==> src/rtl/hp_cfg_tlp_rx.sv <==
// Decodes host MWr TLPs (1-2 DW, BAR0) from the TRN rx link into huge-page descriptor registers.
// Optional HP_CFG_ERRFWD_DROP_EN: drop TLPs that are poisoned (EP) or error-forwarded.
module hp_cfg_tlp_rx (
    input  logic        trn_clk,
    input  logic        reset_n,
    input  logic [63:0] trn_rd,
    input  logic [7:0]  trn_rrem_n,
    input  logic        trn_rsof_n,
    input  logic        trn_reof_n,
    input  logic        trn_rsrc_rdy_n,
    output logic        trn_rdst_rdy_n,
    input  logic        trn_rerrfwd_n,
    input  logic [6:0]  trn_rbar_hit_n,
    output logic [63:0] huge_page_addr_1,
    output logic [63:0] huge_page_addr_2,
    output logic        huge_page_status_1,
    output logic        huge_page_status_2,
    input  logic        huge_page_free_1,
    input  logic        huge_page_free_2,
    output logic        interrupts_enabled
);

    typedef enum logic [1:0] {S_IDLE, S_HDR2, S_DATA, S_DRAIN} state_t;

    localparam logic [6:0] FT_MWR3 = 7'b100_0000;
    localparam logic [6:0] FT_MWR4 = 7'b110_0000;

    function automatic logic [31:0] byte_swap(input logic [31:0] d);
        return {d[7:0], d[15:8], d[23:16], d[31:24]};
    endfunction

    state_t      state;
    logic        beat, sof, eof;
    logic [6:0]  hdr_ft;
    logic [9:0]  hdr_len;
    logic        candidate;

    logic        is_4dw_p0, len2_p0;
    logic [9:0]  off_p0;
    logic [31:0] dw0_p0;

    logic        cm_vld, cm_two, cm_drop;
    logic [9:0]  cm_off;
    logic [31:0] cm_dw0, cm_dw1;
    logic [4:0]  wr_hit;
    logic [31:0] wr_val [5];

    assign beat   = !trn_rsrc_rdy_n && !trn_rdst_rdy_n;
    assign sof    = beat && !trn_rsof_n;
    assign eof    = !trn_reof_n;
    assign hdr_ft  = trn_rd[62:56];
    assign hdr_len = trn_rd[41:32];
    assign candidate = (hdr_ft == FT_MWR3 || hdr_ft == FT_MWR4) &&
                       (hdr_len == 10'd1 || hdr_len == 10'd2) && !trn_rbar_hit_n[0];

    always_ff @(posedge trn_clk or negedge reset_n) begin
        if (!reset_n) begin
            state          <= S_IDLE;
            trn_rdst_rdy_n <= 1'b1;
        end else begin
            trn_rdst_rdy_n <= 1'b0;
            if (sof) begin
                // A new SOF always restarts decode, whatever was in flight
                if (eof)            state <= S_IDLE;
                else if (candidate) state <= S_HDR2;
                else                state <= S_DRAIN;
            end else if (beat) begin
                case (state)
                    S_HDR2: begin
                        if (eof)            state <= S_IDLE;
                        else if (is_4dw_p0) state <= (trn_rd[63:32] == 32'h0) ? S_DATA : S_DRAIN;
                        else                state <= len2_p0 ? S_DATA : S_DRAIN;
                    end
                    S_DATA:  state <= eof ? S_IDLE : S_DRAIN;
                    S_DRAIN: if (eof) state <= S_IDLE;
                    default: state <= S_IDLE;
                endcase
            end
        end
    end

    // Stage p0: header fields and first payload DW captured for the commit beat
    always_ff @(posedge trn_clk) begin
        if (sof) begin
            is_4dw_p0 <= hdr_ft[5];
            len2_p0   <= (hdr_len == 10'd2);
        end
        if (beat && !sof && state == S_HDR2) begin
            off_p0 <= is_4dw_p0 ? trn_rd[11:2] : trn_rd[43:34];
            dw0_p0 <= trn_rd[31:0];
        end
    end

    always_comb begin
        cm_vld = 1'b0;
        cm_off = off_p0;
        cm_dw0 = dw0_p0;
        cm_dw1 = trn_rd[63:32];
        cm_two = len2_p0;
        if (beat && !sof && eof) begin
            case (state)
                S_HDR2: begin
                    if (!is_4dw_p0 && !len2_p0 && trn_rrem_n == 8'h00) begin
                        cm_vld = 1'b1;
                        cm_off = trn_rd[43:34];
                        cm_dw0 = trn_rd[31:0];
                        cm_two = 1'b0;
                    end
                end
                S_DATA: begin
                    // Last beat carries only the upper DW unless it is a 4DW header with 2 DWs
                    if (trn_rrem_n == ((!is_4dw_p0 || !len2_p0) ? 8'h0F : 8'h00)) begin
                        cm_vld = 1'b1;
                        if (is_4dw_p0) begin
                            cm_dw0 = trn_rd[63:32];
                            cm_dw1 = trn_rd[31:0];
                        end
                    end
                end
                default: cm_vld = 1'b0;
            endcase
        end
    end

`ifdef HP_CFG_ERRFWD_DROP_EN
    logic err_p0;
    logic unused_in;

    always_ff @(posedge trn_clk or negedge reset_n) begin
        if (!reset_n)  err_p0 <= 1'b0;
        else if (sof)  err_p0 <= trn_rd[46] || !trn_rerrfwd_n;
        else if (beat) err_p0 <= err_p0 || !trn_rerrfwd_n;
    end

    assign cm_drop   = err_p0 || !trn_rerrfwd_n;
    assign unused_in = ^trn_rbar_hit_n[6:1];
`else
    logic unused_in;
    assign cm_drop   = 1'b0;
    assign unused_in = ^{trn_rbar_hit_n[6:1], trn_rerrfwd_n};
`endif

    // 11-bit compare so a DW1 past the last offset never wraps onto register 0
    always_comb begin
        for (int r = 0; r < 5; r++) begin
            wr_hit[r] = 1'b0;
            wr_val[r] = byte_swap(cm_dw0);
            if (cm_vld && !cm_drop) begin
                if (cm_off == 10'(r)) begin
                    wr_hit[r] = 1'b1;
                end else if (cm_two && ({1'b0, cm_off} + 11'd1) == 11'(r)) begin
                    wr_hit[r] = 1'b1;
                    wr_val[r] = byte_swap(cm_dw1);
                end
            end
        end
    end

    // Stage p1: architectural registers; writes use the status from before this edge
    always_ff @(posedge trn_clk or negedge reset_n) begin
        if (!reset_n) begin
            huge_page_addr_1   <= 64'h0;
            huge_page_addr_2   <= 64'h0;
            huge_page_status_1 <= 1'b0;
            huge_page_status_2 <= 1'b0;
            interrupts_enabled <= 1'b0;
        end else begin
            if (wr_hit[0] && !huge_page_status_1) huge_page_addr_1[31:0]  <= wr_val[0];
            if (wr_hit[1] && !huge_page_status_1) huge_page_addr_1[63:32] <= wr_val[1];
            if (wr_hit[2] && !huge_page_status_2) huge_page_addr_2[31:0]  <= wr_val[2];
            if (wr_hit[3] && !huge_page_status_2) huge_page_addr_2[63:32] <= wr_val[3];

            if (huge_page_free_1)  huge_page_status_1 <= 1'b0;
            else if (wr_hit[1])    huge_page_status_1 <= 1'b1;
            if (huge_page_free_2)  huge_page_status_2 <= 1'b0;
            else if (wr_hit[3])    huge_page_status_2 <= 1'b1;

            if (wr_hit[4]) interrupts_enabled <= wr_val[4][0];
        end
    end

endmodule

==> config.mk <==
export PLATFORM = sky130hd
export DESIGN_NAME = hp_cfg_tlp_rx
export DESIGN_NICKNAME = d
export VERILOG_FILES = /design/src/rtl/hp_cfg_tlp_rx.sv
export SDC_FILE = /design/constraint.sdc
export NUM_CORES = 1
export LEC_CHECK = 0
export BUFFER_PORTS_ARGS = -buffer_cell sky130_fd_sc_hd__clkbuf_2
export CORE_UTILIZATION = 54
export DETAILED_ROUTE_END_ITERATION = 12
export GPL_ROUTABILITY_DRIVEN = 1
export PLACE_DENSITY_LB_ADDON = 0.3
export SYNTH_ARGS = -nofsm -noshare
export SYNTH_HDL_FRONTEND = slang
export SYNTH_SLANG_ARGS = --single-unit
==> constraint.sdc <==
create_clock -name trn_clk -period 5.8 [get_ports trn_clk]
set_input_delay 0.29 -clock trn_clk [delete_from_list [all_inputs] [get_ports trn_clk]]
set_output_delay 0.29 -clock trn_clk [all_outputs]
set_load 0.01 [all_outputs]
==> impl_metrics.json <==
{
  "critPathLaunchType": "flip-flop",
  "drive_above_1_share_pct": 28.3,
  "slowest_stage": "nor4_4",
  "pin_count": 219,
  "grt_usage_pct": 35.9,
  "worst_pin_slew_ns": 1.24,
  "timing.critical_path.to_type": "flip-flop",
  "avgViaCountPerCell": 6.54,
  "drv_cap": 0,
  "cts_root_buf": "clkbuf_16",
  "postCtsSetupBuffers": 0,
  "holdPathStages": 1,
  "cts_buffers": 17,
  "synth_warnings": 0,
  "ys_async_sr_fraction_pct": 75.3,
  "grt_overflow_total": 0,
  "cts_tree": "yes",
  "fp.dieArea_mm2": 0.0178,
  "drtAntennaViolNets": 0,
  "setup_tns_ns": 0,
  "yosysMostFrequentCell": "dfrtp_1",
  "first_global_vias": 8573,
  "nFillCells": 1366,
  "syn_nets": 1068,
  "htreeDepth": 4,
  "finalInstanceArea_mm2": 0.0112,
  "hpwlAfterDp_um": 20300,
  "dpl_cell_area_mm2": 0.0105,
  "area_growth_syn_to_layout_pct": 19.8,
  "power_density_mw_per_mm2": 241,
  "clock_skew_ns": 0.00937,
  "synth-seq-area-share_pct": 50.2,
  "rsz0062_at_grt": "false",
  "yosysTopAreaCell": "dfrtp_1",
  "p_total_uw": 2690,
  "row_count": 47,
  "rr_startpoint": "is_4dw_p0",
  "synth-main-ff-cell": "dfrtp_1",
  "peakVddDrop_mv": 0.219,
  "clk_latency_ns": 0.44,
  "synth_cell_type_count": 57,
  "synth_common_cells": "dfrtp_1 (133), o21ai_0 (122), nor2_1 (104)",
  "antenna_found_initial": 0,
  "die_h_um": 133,
  "syn_area_mm2": 0.00932,
  "synth_edf_count": 44,
  "finalHoldViolations": 0,
  "post_cts_resize_count": 0,
  "holdPathEnd": "dw0_p0[1]",
  "setup_viol": 0,
  "ys_ff_latch": 178,
  "port_buffers": 211,
  "outcome": "completed",
  "clockBufferDepth": 2,
  "routed_wl_um": 31400,
  "wl_per_cell_um": 22.6,
  "worstPathMaxFanout": 42,
  "regArea_mm2": 0.00468,
  "cp.required_ns": 6.16,
  "leakage_uw": 0.00497,
  "arrival_ns": 4.12,
  "setup.worst_path.class": "reg2reg",
  "drt-initial-drc-count": 1277,
  "initial_utilization_pct": 55.8,
  "final_nets": 1247,
  "routabilityCongestion": 0.919,
  "clock_sinks": 178,
  "coreArea_mm2": 0.0167,
  "fin_crit_ns": 3.76,
  "final.period_utilization_pct": 64.9,
  "multi_input_area_mm2": 0.00436,
  "numPlacedInstances": 1355,
  "drv_slew": 0,
  "synthTopCellsByArea": "dfrtp_1 (36%), edfxtp_1 (14%), o21ai_0 (6.6%)",
  "synthCells": 978,
  "min_from": "trn_rd[1]",
  "r2r_end": "huge_page_addr_1[18]",
  "die_w_um": 133,
  "fin_cells": 1390,
  "drc": 0,
  "diodes": 0,
  "slowest_delay_ns": 0.93,
  "grt_first_pass_wirelength_um": 48100,
  "slew_headroom_pct": 16.8,
  "crit_chain": "nor3b_2 > nand4_4 > mux2_4 > nor4_4 > buf_4 > nor2_1 > a21oi_1",
  "worstRegToRegCells": 7,
  "firstDrtPassIters": 5,
  "cts.reportedPaths.clkPinSlew_ns": 0.07,
  "timing.fmax_ghz": 0.266,
  "dr_total_vias": 9084,
  "grt_max_degree": 73,
  "ff2ff_setup_slack_ns": 2.04,
  "hp-class": "in2reg",
  "netlist.area_leader.share_pct": 35.7,
  "avgSynthCellArea_um2": 9.53
}
[worst max-delay path by stage]
stage                                 endpoint       from  cells past startpoint
after floorplan                      dw0_p0[0]   state[1]                      4
after global placement    huge_page_addr_1[13]  is_4dw_p0                      7
after detailed placement  huge_page_addr_1[31]  is_4dw_p0                      7
after CTS                 huge_page_addr_1[31]  is_4dw_p0                      7
after global routing      huge_page_addr_1[24]   state[0]                      9
final                     huge_page_addr_1[18]  is_4dw_p0                      7
[layout make-up]
| cell class | count | area share (%) |
|---|---|---|
| Clock buffer | 20 | 4.28 |
| Clock inverter | 12 | 1.05 |
| Inverter | 7 | 0.235 |
| Multi-Input combinational cell | 720 | 39.0 |
| Sequential cell | 178 | 41.9 |
| Tap cell | 220 | 2.47 |
| Timing Repair Buffer | 233 | 11.1 |
[through the flow]
| stage | hold slack (ns) | util, % | setup slack [ns] |
|---|---|---|---|
| floorplan | -0.00559 | - | 1.76 |
| global placement | 0.313 | 63.1 | 2.17 |
| detailed placement | 0.317 | 63.1 | 2.08 |
| CTS | 0.0471 | 66.8 | 2.09 |
| global route | 0.0457 | 66.8 | 1.73 |
| finish | 0.0510 | 66.8 | 2.04 |
[report_power, final]
part / total (uW) / internal (uW) / switching, uW
Combinational: 207 / 68.3 / 139
Sequential: 1300 / 1300 / 7.71
Clock: 1180 / 648 / 527
[cells in the final DEF (no fill, tap or decap), types with 3 or more instances in the layout]
cell type      synthesis  routed
o211ai_1              23      23
edfxtp_1              44      44
a211oi_1              12      12
nor2_1               104     104
nand3_1                6       6
clkinvlp_4             0       3
clkbuf_16              0      18
ha_1                   3       3
nor4_4                 4       4
nor3_2                 2       4
o21a_1                34      34
nand4_1                4       4
nand2_1               57      57
dfrtp_1              133     133
a22o_1                31      31
inv_1                  7       7
mux2i_1               10      10
inv_6                  0       4
clkbuf_2               0     210
a21oi_1               97      96
mux2_2                45      45
o21ai_1               41      40
buf_4                  0      19
and4_1                 3       3
o21ai_0              122     122
nor4_1                 8       8
or3_1                  3       3
and3_1                 4       3
nor3_1                69      66
dlygate4sd3_1          0       3
[timing repair]
action,CTS,global route
hold buffers,3,0
setup endpoints to repair,0,0
endpoints found under the hold margin,63,0
[per-layer routing]
metal | vias up | global-route usage (%) | wire length, um | part of all wire (%)
met5 | - | 0 | 0 | 0
met4 | 0 | 19.8 | 1490 | 4.7
met3 | 132 | 8.45 | 3850 | 12
met2 | 705 | 53.2 | 13800 | 44
met1 | 4280 | 48.8 | 12200 | 39
li1 | 3967 | - | - | -
[critical path: cells and delay by family (launching register included)]
family          cells  cell delay, ns
simple gates        4            1.76
flops               1            0.73
buf+inv             1            0.56
mux                 1            0.46
compound gates      1            0.15
[sequential cells by signal (all words and copies together) (netlist names)]
signal,cells
dw0_p0,32
huge_page_addr_1,64
huge_page_addr_2,64
huge_page_status_1,1
huge_page_status_2,1
interrupts_enabled,1
is_4dw_p0,1
len2_p0,1
off_p0,10
state,2
trn_rdst_rdy_n,1
[cell families (layout without fill, tap and decap cells)]
logic type	count (synthesis)	count (layout)	share of synthesized area, %
AOI/OAI and AO/OA	373	373	23.6
and+or+nand+nor	285	285	15.4
DFF	178	178	50.2
buffers and inverters	80	272	3.49
muxes	57	57	6.84
adders and majority gates	3	3	0.403
other	1	1	0.0402
xor gates and xnor gates	1	1	0.0940
Power figures use the tool's default switching activity.
